## config.mk

```make
export PLATFORM = sky130hd
export DESIGN_NAME = led_adc_scheduler
export DESIGN_NICKNAME = d
export VERILOG_FILES = /design/src/rtl/led_adc_scheduler_pkg.sv /design/src/rtl/led_adc_scheduler_phase_timer.sv /design/src/rtl/led_adc_scheduler.sv
export SDC_FILE = /design/constraint.sdc
export NUM_CORES = 1
export LEC_CHECK = 0
export BUFFER_PORTS_ARGS = -buffer_cell sky130_fd_sc_hd__buf_2
export CORE_MARGIN = 3
export CORE_UTILIZATION = 46
export CTS_CLUSTER_DIAMETER = 200
export DETAILED_ROUTE_END_ITERATION = 12
export PLACE_DENSITY = 0.68
export SYNTH_ARGS = -nofsm -noshare
export SYNTH_HDL_FRONTEND = slang
export SYNTH_SLANG_ARGS = --single-unit
```

## constraint.sdc

```tcl
create_clock -name CLK -period 2.7 [get_ports CLK]
set_input_delay 0.81 -clock CLK [delete_from_list [all_inputs] [get_ports CLK]]
set_output_delay 0.81 -clock CLK [all_outputs]
set_load 0.03 [all_outputs]
```

## src/rtl/led_adc_scheduler_pkg.sv

```systemverilog
// Shared definitions for the LED/ADC scheduler: FSM states, phase encoding and
// the default cycle budgets that the FIR filter clock planning also relies on.
package led_adc_scheduler_pkg;

    typedef enum logic [2:0] {
        ST_IDLE,
        ST_SETTLE,
        ST_CONVERT,
        ST_WAIT_DONE,
        ST_HOLD
    } sched_state_e;

    localparam logic PHASE_RED = 1'b0;
    localparam logic PHASE_IR  = 1'b1;

    // 10 MHz system clock: 5 ms per LED phase, 1 ms settle, 100 us ADC budget.
    localparam int DEFAULT_HALF_PERIOD_CYC = 50000;
    localparam int DEFAULT_SETTLE_CYC      = 10000;
    localparam int DEFAULT_ADC_TIMEOUT_CYC = 1000;

endpackage

```

## src/rtl/led_adc_scheduler_phase_timer.sv

```systemverilog
// Free-running counter with clear and enable that wraps to zero after LAST and
// flags the terminal count; used for both the LED phase and the ADC wait.
module led_adc_scheduler_phase_timer #(
    parameter int LAST  = 1,
    parameter int WIDTH = (LAST < 1) ? 1 : $clog2(LAST + 1)
) (
    input  logic             clk,
    input  logic             rst,
    input  logic             clr,
    input  logic             en,
    output logic [WIDTH-1:0] count,
    output logic             tc
);

    localparam logic [WIDTH-1:0] LAST_V = WIDTH'(LAST);

    logic [WIDTH-1:0] count_q;
    logic [WIDTH-1:0] count_d;

    assign tc    = (count_q == LAST_V);
    assign count = count_q;

    always_comb begin
        count_d = count_q;
        if (clr) begin
            count_d = '0;
        end else if (en) begin
            count_d = tc ? '0 : count_q + WIDTH'(1);
        end
    end

    always_ff @(posedge clk or posedge rst) begin
        if (rst) begin
            count_q <= '0;
        end else begin
            count_q <= count_d;
        end
    end

endmodule

```

## src/rtl/led_adc_scheduler.sv

```systemverilog
// Alternates the red/IR LEDs, triggers one ADC conversion per LED phase after
// the optical settle time, and steers each result to its channel with a strobe.
module led_adc_scheduler
    import led_adc_scheduler_pkg::*;
#(
    parameter int HALF_PERIOD_CYC = DEFAULT_HALF_PERIOD_CYC,
    parameter int SETTLE_CYC      = DEFAULT_SETTLE_CYC,
    parameter int ADC_TIMEOUT_CYC = DEFAULT_ADC_TIMEOUT_CYC
) (
    input  logic       CLK,
    input  logic       rst,
    input  logic       Enable,
    input  logic       Err_Clr,
    input  logic [7:0] ADC_Data,
    input  logic       ADC_Done,
    output logic       ADC_Start,
    output logic       LED_RED_On,
    output logic       LED_IR_On,
    output logic [7:0] RED_ADC_Value,
    output logic [7:0] IR_ADC_Value,
    output logic       RED_Sample_Valid,
    output logic       IR_Sample_Valid,
    output logic       ADC_Timeout_Err
);

    localparam int PW = (HALF_PERIOD_CYC > 1) ? $clog2(HALF_PERIOD_CYC) : 1;
    localparam int WW = (ADC_TIMEOUT_CYC > 1) ? $clog2(ADC_TIMEOUT_CYC) : 1;
    localparam logic [PW-1:0] SETTLE_LAST = PW'(SETTLE_CYC - 1);

    sched_state_e state_q, state_d;
    logic         phase_q, phase_d;
    logic [7:0]   red_val_q, red_val_d;
    logic [7:0]   ir_val_q, ir_val_d;
    logic         red_valid_q, red_valid_d;
    logic         ir_valid_q, ir_valid_d;
    logic         err_q, err_d;
    logic         adc_start_q, adc_start_d;
    logic         led_red_q, led_red_d;
    logic         led_ir_q, led_ir_d;
    logic         set_err;

    logic [PW-1:0] phase_count;
    logic          phase_tc;
    logic [WW-1:0] wait_count;
    logic          wait_tc;
    logic          phase_clr, phase_en, wait_clr, wait_en;

    assign phase_clr = (state_q == ST_IDLE) || !Enable;
    assign phase_en  = (state_q != ST_IDLE);
    assign wait_clr  = (state_q != ST_WAIT_DONE);
    assign wait_en   = (state_q == ST_WAIT_DONE);

    led_adc_scheduler_phase_timer #(
        .LAST  (HALF_PERIOD_CYC - 1),
        .WIDTH (PW)
    ) u_phase_timer (
        .clk   (CLK),
        .rst   (rst),
        .clr   (phase_clr),
        .en    (phase_en),
        .count (phase_count),
        .tc    (phase_tc)
    );

    led_adc_scheduler_phase_timer #(
        .LAST  (ADC_TIMEOUT_CYC - 1),
        .WIDTH (WW)
    ) u_wait_timer (
        .clk   (CLK),
        .rst   (rst),
        .clr   (wait_clr),
        .en    (wait_en),
        .count (wait_count),
        .tc    (wait_tc)
    );

    // Enable drop beats the phase wrap, which in turn overrides whatever step is in progress.
    always_comb begin
        state_d     = state_q;
        phase_d     = phase_q;
        red_val_d   = red_val_q;
        ir_val_d    = ir_val_q;
        red_valid_d = 1'b0;
        ir_valid_d  = 1'b0;
        set_err     = 1'b0;

        if (!Enable) begin
            state_d = ST_IDLE;
            phase_d = PHASE_RED;
        end else if ((state_q != ST_IDLE) && phase_tc) begin
            state_d = ST_SETTLE;
            phase_d = ~phase_q;
        end else begin
            case (state_q)
                ST_IDLE:    state_d = ST_SETTLE;
                ST_SETTLE:  if (phase_count == SETTLE_LAST) state_d = ST_CONVERT;
                ST_CONVERT: state_d = ST_WAIT_DONE;
                ST_WAIT_DONE: begin
                    if (ADC_Done) begin
                        state_d = ST_HOLD;
                        if (phase_q == PHASE_RED) begin
                            red_val_d   = ADC_Data;
                            red_valid_d = 1'b1;
                        end else begin
                            ir_val_d   = ADC_Data;
                            ir_valid_d = 1'b1;
                        end
                    end else if (wait_tc) begin
                        state_d = ST_HOLD;
                        set_err = 1'b1;
                    end
                end
                default:    state_d = state_q;
            endcase
        end

        err_d       = set_err | (err_q & ~Err_Clr);
        adc_start_d = (state_d == ST_CONVERT);
        led_red_d   = (state_d != ST_IDLE) && (phase_d == PHASE_RED);
        led_ir_d    = (state_d != ST_IDLE) && (phase_d == PHASE_IR);
    end

    always_ff @(posedge CLK or posedge rst) begin
        if (rst) begin
            state_q     <= ST_IDLE;
            phase_q     <= PHASE_RED;
            red_val_q   <= 8'd0;
            ir_val_q    <= 8'd0;
            red_valid_q <= 1'b0;
            ir_valid_q  <= 1'b0;
            err_q       <= 1'b0;
            adc_start_q <= 1'b0;
            led_red_q   <= 1'b0;
            led_ir_q    <= 1'b0;
        end else begin
            state_q     <= state_d;
            phase_q     <= phase_d;
            red_val_q   <= red_val_d;
            ir_val_q    <= ir_val_d;
            red_valid_q <= red_valid_d;
            ir_valid_q  <= ir_valid_d;
            err_q       <= err_d;
            adc_start_q <= adc_start_d;
            led_red_q   <= led_red_d;
            led_ir_q    <= led_ir_d;
        end
    end

    assign ADC_Start        = adc_start_q;
    assign LED_RED_On       = led_red_q;
    assign LED_IR_On        = led_ir_q;
    assign RED_ADC_Value    = red_val_q;
    assign IR_ADC_Value     = ir_val_q;
    assign RED_Sample_Valid = red_valid_q;
    assign IR_Sample_Valid  = ir_valid_q;
    assign ADC_Timeout_Err  = err_q;

endmodule

```

==> results <==
- The arrival time at the worst endpoint is about 2.5 ns.
- The tree is rooted in a sky130_fd_sc_hd__clkbuf_8.
- After global routing the overflow that remains totals 0.
- The number of vias after detailed routing is ~1.5k.
- In this run the core area contains 24 standard-cell rows.
- The number of antenna violations at the first check in global routing is 0.
- The net switching share of the total power is between 20% and 30%.
- 0 antenna diodes ended up in the layout.
- The run finished with clean final reports.
- The later-pin clock latency in the skew report is 0.30 ns.
- Global routing used about 15% of the available tracks.
- In this run the worst setup path terminates at RED_ADC_Value[6].
- The floorplan step defined a die boundary enclosing about 5800 um2.
- The type of element capturing the critical path is a flip-flop.
- The detailed-route vias per instance is between 5 and 6.
- The core region is approximately 4600 um2.
- The top-area cell type share of the netlist area is around 57%.
- Measured on the finished design, the core utilization comes to between 50% and 60%.
- The number of logic stages on the critical path including buffering is 5.
- The share of total power dissipated in combinational logic is approximately 3.6%.
- Between clock sinks in the finished design, the worst skew comes to 0.00983 ns.
- The max-capacitance violation count is 0.
- For the worst flop-to-flop path, the logic depth is 5.
- The setup slack on the worst flop-to-flop path is between 0.3 and 0.4 ns.
- Counting the fill cells in the layout gives 420.
- Of all nets on the critical path, the largest fanout is 9.
- The kind of cell with the highest combined delay along the critical path is simple AND/OR/NAND/NOR gates.
- The reg-to-reg critical path startpoint is u_phase_timer.count[7].
- The number of post-CTS setup repair buffers is 0.
- The netlist uses 37 different library cells.
- The average wire per cell in the routed design is 13.2 um.
- The fraction of layout instances using a drive strength above 1 is approximately 28%.
- The final number of max-transition violations is 0.
- Static timing analysis puts the maximum clock frequency at about 430 MHz.
- Summed over all cells, the static leakage comes to 1.26 nW.
- Entering global routing, the biggest net connects 53 pins.
- After synthesis, the cell types taking the most area are sky130_fd_sc_hd__dfrtp_1 57%, sky130_fd_sc_hd__mux2_2 7.9%, sky130_fd_sc_hd__nor2_1 6.1%, sky130_fd_sc_hd__xnor2_1 5.4%, sky130_fd_sc_hd__xor2_1 3.5%.
- The final count of negative-setup-slack endpoints is 0.
- The TritonCTS clock tree is done.
- Gates resized during post-CTS repair numbered 0.
- The number of port buffers is 34.
- The x dimension of the die is approximately 76 um.
- For this run, the slowest stage of the critical path takes around 0.44 ns.
- Summed over all failing endpoints, the final setup total negative slack is 0 ns.
- The critical path is of the flip-flop to flip-flop type.
- For the finished layout, the period the worst path requires is roughly 2.3 ns.
- The total DRC errors in the routed layout is 0.
- The H-tree was split into 2 levels.
- The total buffers and inverters traversed by the critical path is 0.
- At the end of routability-driven placement, the weighted congestion stood at about 0.8.
- In this run the worst setup path begins at u_phase_timer.count[7].
- The sum of net half-perimeters after detailed placement is ~2.8 mm.
- In the finished design, the share of the clock period the worst path needs comes to 86.1%.
- The transition time of the tightest slew-check pin is roughly 0.63 ns.
- The post-route worst hold slack is ~0.48 ns.
- Setup repair after global routing left no endpoint under its margin.
- The critical path startpoint category is a flip-flop.
- In the layout the commonest cells are 52 x sky130_fd_sc_hd__dfrtp_1, 37 x sky130_fd_sc_hd__nor2_1, 34 x sky130_fd_sc_hd__buf_2.
- The max-slew headroom at the worst pin is approximately three fifths.
- The die height is between 70 and 80 um.
- The signal on the critical path passes through or3_1 > or3_4 > o31ai_4 > or4_1 > mux2_2.
- Data on the critical path is required at its endpoint by ~2.9 ns.
- The total routed wirelength is ~4 mm.
- Buffers inserted during clock tree synthesis total 5.
- The most common cell after layout, fill and taps aside is sky130_fd_sc_hd__dfrtp_1.
- The number of hold violations in the final report was 0.
- Power spread over the standard cell area amounts to 475 nW/um2.
- The first global-routing pass estimated slightly above 7 mm of wire.
- Clock-pin slew was measured on the worst setup and hold paths at ~0.080 ns.
- The net total in the final layout is between 200 and 300.
- The end of the worst register-to-register path is RED_ADC_Value[6].
- Of all cell types, the one taking the most synthesized area is sky130_fd_sc_hd__dfrtp_1.
- In this run the worst hold path is classified as flip-flop to flip-flop.
- In this run, flip-flops and latches consume 63.1% of the power.
- The number of warnings reported in the yosys synthesis log is 0.
- The netlist area before placement is ~2300 um2.
- The first routing iteration left 66 violations.
- The maximum VDD drop is roughly 0.31 mV.
- The number of primary I/O pins is 35.
- The initial utilization of the core area, before any placement, comes to between 40 and 50%.
- The net switching power is roughly 0.00027 W.
- The critical-path cell with the highest stage delay is sky130_fd_sc_hd__dfrtp_1.
- The first TritonRoute pass finished after 4 iterations.
- In this run, synthesis produced a sequential element count of between 50 and 60.
- Of the total power, the clock network draws between 30% and 40%.
- The number of global-route vias before repair is approximately 1.6k.
- The clock passes through at most 2 buffers.
- After technology mapping, the gate count stands at 198.
- The count of nets left with antenna violations once routing finished came out at 0.
- The area growth from synthesis to final layout is 14.9%.
- The synthesized net count is between 200 and 250.
- The hold buffer count at CTS is 0.
- The internal power is about 0.00097 W.
- The CTS sink count is 52.
- The mean instance size in the synthesized netlist is approximately 11 um2.
- Sequential cells were found to cover roughly 57% of the synthesized design area.
-- cells in the mapped netlist --
cell type	instances
sky130_fd_sc_hd__nand3_1	10
sky130_fd_sc_hd__and3_1	3
sky130_fd_sc_hd__inv_1	9
sky130_fd_sc_hd__nor2b_1	3
sky130_fd_sc_hd__or3_1	1
sky130_fd_sc_hd__and2b_2	1
sky130_fd_sc_hd__xor2_1	9
sky130_fd_sc_hd__nand3b_1	3
sky130_fd_sc_hd__a21boi_0	1
sky130_fd_sc_hd__nor4b_1	1
sky130_fd_sc_hd__nor2_1	37
sky130_fd_sc_hd__or3_4	1
sky130_fd_sc_hd__and4b_1	1
sky130_fd_sc_hd__a211o_1	1
sky130_fd_sc_hd__nor3b_1	1
sky130_fd_sc_hd__nor3_1	4
sky130_fd_sc_hd__clkbuf_1	1
sky130_fd_sc_hd__dfrtp_1	52
sky130_fd_sc_hd__nand4bb_1	1
sky130_fd_sc_hd__o31ai_4	1
sky130_fd_sc_hd__nand2_1	6
sky130_fd_sc_hd__and2_1	1
sky130_fd_sc_hd__xnor2_1	14
sky130_fd_sc_hd__nor3_2	1
sky130_fd_sc_hd__and4_2	1
sky130_fd_sc_hd__nand2b_1	2
sky130_fd_sc_hd__ha_1	2
sky130_fd_sc_hd__buf_6	1
sky130_fd_sc_hd__mux2_2	16
sky130_fd_sc_hd__buf_2	1
sky130_fd_sc_hd__and4_1	1
sky130_fd_sc_hd__a21oi_1	2
sky130_fd_sc_hd__or2_2	1
sky130_fd_sc_hd__nand4_1	4
sky130_fd_sc_hd__or4_2	1
sky130_fd_sc_hd__or4_1	2
sky130_fd_sc_hd__o41ai_1	1
-- worst register-to-register path: stages (launching register included) --
cell and delay, ns:
sky130_fd_sc_hd__dfrtp_1 0.44, sky130_fd_sc_hd__or3_1 0.40, sky130_fd_sc_hd__or3_4 0.41, sky130_fd_sc_hd__o31ai_4 0.21, sky130_fd_sc_hd__or4_1 0.38, sky130_fd_sc_hd__mux2_2 0.38
-- layer usage --
| layer | up-vias | share of wire (%) | track usage (%) |
|---|---|---|---|
| li1 | 745 | - | - |
| met1 | 748 | 46 | 19.0 |
| met2 | 28 | 50 | 25.9 |
| met3 | 6 | 3.7 | 3.66 |
| met4 | 0 | 0.90 | 4.89 |
| met5 | - | 0 | 0 |
-- cell type report --
type                            count  area [um2]  area share, %
Inverter                            9        33.8           1.29
Clock buffer                        6        72.6           2.78
Tap cell                           65        81.3           3.11
Multi-Input combinational cell    134         921           35.2
Timing Repair Buffer               38         200           7.66
Sequential cell                    52        1300           49.8
Clock inverter                      1        5.00          0.191
-- flip-flops by register name, indices dropped and copies added, names as in the netlist --
register	count
IR_Sample_Valid	1
RED_Sample_Valid	1
phase_q	1
LED_IR_On	1
IR_ADC_Value	8
u_phase_timer.count	16
ADC_Timeout_Err	1
state_q	3
LED_RED_On	1
RED_ADC_Value	8
u_wait_timer.count	10
ADC_Start	1
-- power by group through the flow --
stage | logic, W | registers [W] | clock network [W]
after floorplan | 0.0000228 | 0.000800 | 0
after global placement | 0.0000464 | 0.000799 | 0
after detailed placement | 0.0000463 | 0.000799 | 0
after CTS | 0.0000468 | 0.000783 | 0.000427
after global routing | 0.0000520 | 0.000784 | 0.000463
final | 0.0000452 | 0.000783 | 0.000412
-- through the flow --
step	setup slack (ns)	power [W]	std cells	instance area [um2]
after floorplan	0.534	0.000823	198	2280
after global routing	0.273	0.00130	305	2620
final	0.375	0.00124	305	2620
after CTS	0.361	0.00126	305	2620
after global placement	0.464	0.000845	298	2540
after detailed placement	0.400	0.000845	298	2540
-- how the worst min path moves through the flow --
stage                      startpoint                     end  slack [ns]  depth (start not counted)
6_report        u_wait_timer.count[0]   u_wait_timer.count[0]        0.48                          1
5_1_grt        u_phase_timer.count[0]  u_phase_timer.count[0]        0.51                          1
4_1_cts         u_wait_timer.count[0]   u_wait_timer.count[0]        0.49                          1
3_5_place_dp    u_wait_timer.count[0]   u_wait_timer.count[0]        0.48                          1
3_3_place_gp   u_phase_timer.count[0]  u_phase_timer.count[0]        0.47                          1
2_1_floorplan  u_phase_timer.count[0]  u_phase_timer.count[0]        0.45                          1
-- cell families after synthesis --
family	Yosys count	synth area share, %
adder cells (fa/ha/maj)	2	1.10
AO/OA/AOI/OAI	6	2.47
XOR/XNOR	23	8.85
buffers and inverters	12	2.36
AND/OR/NAND/NOR	87	20.1
multiplexers	16	7.92
flip-flops	52	57.2
(Power assumes the default switching activity.)
